<file path="src/rtl/sar_search_pkg.sv">
// Shared definitions for the successive-approximation search controller:
// state encoding and the width helper for the bit index.
package sar_search_pkg;

   localparam logic [1:0] ST_IDLE   = 2'd0;
   localparam logic [1:0] ST_SEARCH = 2'd1;
   localparam logic [1:0] ST_DONE   = 2'd2;

   typedef enum logic [1:0] {
      IDLE   = ST_IDLE,
      SEARCH = ST_SEARCH,
      DONE   = ST_DONE
   } state_t;

   // A one-bit index is kept even for a one-bit datapath so the register never collapses.
   function automatic int idx_width(input int width);
      return (width > 1) ? $clog2(width) : 1;
   endfunction

endpackage

</file>
<file path="src/rtl/sar_search.sv">
// MSB-first binary search that recovers an unknown value seen only through
// the gt/lt/eq flags of a comparator whose b operand it drives.
module sar_search
   import sar_search_pkg::*;
#(
   parameter int DATAWIDTH = 8
) (
   input  logic                 Clk,
   input  logic                 Rst,
   input  logic                 start,
   input  logic                 gt,
   input  logic                 lt,
   input  logic                 eq,
   output logic [DATAWIDTH-1:0] trial,
   output logic                 busy,
   output logic                 done,
   output logic [DATAWIDTH-1:0] result,
   output logic                 err
);

   localparam int IW = idx_width(DATAWIDTH);

   state_t               state, state_nxt;
   logic [IW-1:0]        idx, idx_nxt;
   logic [DATAWIDTH-1:0] acc, acc_nxt, acc_keep;
   logic [DATAWIDTH-1:0] trial_nxt, result_nxt;
   logic                 err_nxt;
   logic                 flags_ok;

   assign flags_ok = ({gt, lt, eq} == 3'b100) ||
                     ({gt, lt, eq} == 3'b010) ||
                     ({gt, lt, eq} == 3'b001);

   always_ff @(posedge Clk or negedge Rst) begin
      if (!Rst) begin
         state  <= IDLE;
         idx    <= '0;
         acc    <= '0;
         trial  <= '0;
         result <= '0;
         err    <= 1'b0;
      end else begin
         state  <= state_nxt;
         idx    <= idx_nxt;
         acc    <= acc_nxt;
         trial  <= trial_nxt;
         result <= result_nxt;
         err    <= err_nxt;
      end
   end

   // One trial per SEARCH cycle; a gt keeps the bit under test, lt drops it.
   always_comb begin
      state_nxt  = state;
      idx_nxt    = idx;
      acc_nxt    = acc;
      trial_nxt  = trial;
      result_nxt = result;
      err_nxt    = err;
      acc_keep   = acc;

      case (state)
         IDLE: begin
            if (start) begin
               state_nxt              = SEARCH;
               trial_nxt              = '0;
               trial_nxt[DATAWIDTH-1] = 1'b1;
               idx_nxt                = IW'(DATAWIDTH - 1);
               acc_nxt                = '0;
               result_nxt             = '0;
               err_nxt                = 1'b0;
            end
         end
         SEARCH: begin
            if (!flags_ok) begin
               err_nxt    = 1'b1;
               result_nxt = acc;
               state_nxt  = DONE;
            end else if (eq) begin
               result_nxt = trial;
               state_nxt  = DONE;
            end else begin
               acc_keep = gt ? trial : acc;
               acc_nxt  = acc_keep;
               if (idx == '0) begin
                  result_nxt = acc_keep;
                  state_nxt  = DONE;
               end else begin
                  idx_nxt   = idx - IW'(1);
                  trial_nxt = acc_keep | (DATAWIDTH'(1) << (idx - IW'(1)));
               end
            end
         end
         DONE: begin
            state_nxt = IDLE;
         end
         default: begin
            state_nxt = IDLE;
         end
      endcase
   end

   assign busy = (state == SEARCH);
   assign done = (state == DONE);

endmodule

</file>
<file path="config.mk">
export PLATFORM = sky130hd
export DESIGN_NAME = sar_search
export DESIGN_NICKNAME = d
export VERILOG_FILES = /design/src/rtl/sar_search_pkg.sv /design/src/rtl/sar_search.sv
export SDC_FILE = /design/constraint.sdc
export NUM_CORES = 1
export LEC_CHECK = 0
export CORE_MARGIN = 10
export CORE_UTILIZATION = 40
export CTS_CLUSTER_DIAMETER = 60
export DETAILED_ROUTE_END_ITERATION = 10
export GPL_TIMING_DRIVEN = 0
export HOLD_SLACK_MARGIN = 0.02
export PLACE_DENSITY_LB_ADDON = 0.3
export SLEW_MARGIN = 15
export SYNTH_ARGS = -nofsm -noshare
export SYNTH_HDL_FRONTEND = slang
export SYNTH_SLANG_ARGS = --single-unit
</file>
<file path="constraint.sdc">
create_clock -name Clk -period 1.6 [get_ports Clk]
set_input_delay 0.4 -clock Clk [delete_from_list [all_inputs] [get_ports Clk]]
set_output_delay 0.4 -clock Clk [all_outputs]
set_load 0.03 [all_outputs]
</file>
==> results.toml <==
[routing]
num_vias = 1391
ant_nets = 0
drt_iter0_drc = 88
drt-total-wl_mm = 4.443
viasPerCell = 5.654
dr.pass1.iters = 4
drc = 0
wl_per_cell_microns = 18.06

[cells_and_area]
fin_cells = 246
nNetsFinal = 208
synthToLayoutAreaGrowth_pct = 37.70
drive_above_1_share_pct = 31.31
antennaDiodeCount = 0
final_core_util_pct = 58.29

[grt]
antenna_found_initial = 0
gr-usage-all-layers_pct = 12.55
grt_max_degree = 31
grt_pass1_vias = 1451
grt.overflow.total = 0
grt_pass1_wl_mm = 7.210

[floorplan]
die_width_microns = 83.18
die_height_microns = 83.18
fp-row-count = 22
core_sq_um = 3771
initial_core_util_pct = 42.34
dieArea_sq_um = 6918
io_pins = 25

[clock_network]
cts_tree = "built"
insertion_delay_ns = 0.29
clock-root-buffer = "clkbuf_8"
cts-buffers-inserted = 5
clock_sinks = 30
cts_buffer_depth = 2
cts_max_level = 2
path_clk_slew_ns = 0.07
hold_buffers = 0

[min_path]
hold_class = "in2async"

[placement]
dp_cells = 222
portBuffers = 23
pre_cts_slack_ns = -0.6239
dp_hpwl_mm = 2.911
gp_congestion = 0.8328

[timing]
max_slew_margin_pct = 54.83
rsz0062_at_grt = "true"
min_period_over_period_pct = 104.9
drv_slew = 0
hold_violations = 0
fmax_mhz = 595.9
setup_ws_ns = -0.07824
fin_crit_ns = 1.678
worst_slew_pin_slew_ns = 0.6776
worst_clock_skew_ns = 0.007239
setup_tns_ns = -0.2971
finalSetupViolations = 10
whs_ns = 0.1501

[worst_setup_path]
crit_family = "simple AND/OR/NAND/NOR gates"
worstSetupPathType = "reg2reg"
critPathCaptureType = "flip-flop"
path_buf_inv = 2
critPathMaxStageDelay_ns = 0.53
cp_max_fo = 5
cp-start-kind = "flip-flop"
cp_data_required_time_ns = 1.76
critical-path-slowest-cell = "or4_4"
cp.arrival_ns = 1.84
path_cells = "inv_2, ha_4, nor2b_4, or4_4, buf_6, o22ai_2, nor2_1"

[outcome]
status = "finished with violations"
violations = "setup timing"

[job]
timing.max_cap.violations = 0

[logic_synthesis]
ys.flop_type = "dfrtp_1"
synthDistinctLibCells = 35
async_flop_share_pct = 100.0
synth_edf_count = 0
syn-cell-area_sq_um = 1597
yosysSeqAreaShare_pct = 47.02
ys_ff_latch = 30
synth_nets = 162
synth_cells = 151
syn_area_per_cell_sq_um = 10.57
ys_warn_count = 0

[power]
p_leak_nw = 1.006
cellPowerDensity_nw_per_um2 = 1514
ir_drop_mv = 1.100
flip-flops by register name (all words and copies together) (netlist names):
register,count
acc,8
err,1
idx,3
result,8
state,2
trial,8
routing by layer:
metal	share of wire (%)	track usage (%)	vias up
met4	1.5	5.385	0
li1	-	-	649
met1	44	14.87	703
met5	0	0	-
met2	50	20.11	33
met3	4.6	4.199	6
metrics by stage:
stage	instance area [sq um]	power [mW]
2_1_floorplan	1634	1.920
3_3_place_gp	1924	2.337
3_5_place_dp	1919	2.381
4_1_cts	2140	3.164
5_1_grt	2198	3.545
6_report	2198	3.328
cells in the final DEF (no fill, tap or decap), types with 2 or more instances in the layout:
cell type and n:
o221ai_1 8, o2bb2ai_1 5, mux2i_1 9, nor2_4 2, clkbuf_8 6, dlygate4sd2_1 18
a221oi_1 6, clkbuf_1 2, o21ai_2 2, dfrtp_1 27, buf_4 17, buf_2 2
o2bb2ai_2 2, ha_1 3, nand2_1 18, a22o_1 8, inv_1 4, dfrtp_2 3
xnor2_1 3, nor2_1 5, inv_2 3, nor2b_1 9, buf_6 8
cell usage after synthesis (2+ instances only):
master | instances | area, sq um
nor2b_1 | 11 | 68.82
nor2_1 | 7 | 26.28
buf_6 | 2 | 22.52
inv_1 | 7 | 26.28
mux2i_1 | 9 | 90.09
ha_1 | 5 | 62.56
dfrtp_1 | 30 | 750.7
xnor2_1 | 3 | 26.28
a221oi_1 | 7 | 61.31
a22o_1 | 8 | 70.07
nand2_1 | 19 | 71.32
clkbuf_1 | 5 | 18.77
buf_2 | 2 | 10.01
o21ai_0 | 2 | 10.01
o2bb2ai_1 | 7 | 61.31
o221ai_1 | 8 | 70.07
worst register-to-register path, stage by stage (launching register included):
cell and delay [ns]:
dfrtp_2 0.37, inv_2 0.06, ha_4 0.15, nor2b_4 0.13, or4_4 0.53, buf_6 0.17
o22ai_2 0.08, nor2_1 0.07
layout make-up:
cell class                 count  area (sq um)
buffer                         7         65.06
clock buffer                   7         86.33
clock inverter                 1         5.005
fill                         321          1573
inverter                       7         26.28
multi-input combinational    105         862.1
sequential                    30         754.5
tap                           48         60.06
timing repair buffer          41         339.1
final timing paths:
| check | depth (start not counted) | slack [ns] | from | to |
|---|---|---|---|---|
| max | 7 | -0.08 | idx[0] | idx[2] |
| min | 1 | 0.15 | Rst | acc[7] |
| max reg2reg | 7 | -0.08 | idx[0] | idx[2] |
| min reg2reg | 2 | 0.52 | result[4] | result[4] |
| max in group asynchronous | 1 | 0.97 | Rst | idx[0] |
| min in group Clk | 2 | 0.52 | result[4] | result[4] |
power breakdown:
group	total, mW	leakage [nW]	switching [mW]	internal, mW
Combinational	1.61	0.564	0.909	0.703
Clock	0.631	0.0482	0.285	0.346
Sequential	1.08	0.394	0.177	0.907
logic make-up (layout without fill, tap and decap cells):
group	count (synthesis)	in the layout	synth area share, %
and+or+nand+nor	44	44	13.40
AOI/OAI and AO/OA	43	43	22.96
DFF	30	30	47.02
buffers and inverters	16	63	4.859
muxes	9	9	5.643
adders and majority gates	5	5	3.918
xor gates and xnor gates	4	4	2.195
timing repair:
action	in CTS	in global routing
setup endpoints to repair	49	31
resized for setup	50	15
pin swaps	5	0
buffers inserted	13	4
cloned	1	0
Power figures use the tool's default switching activity.
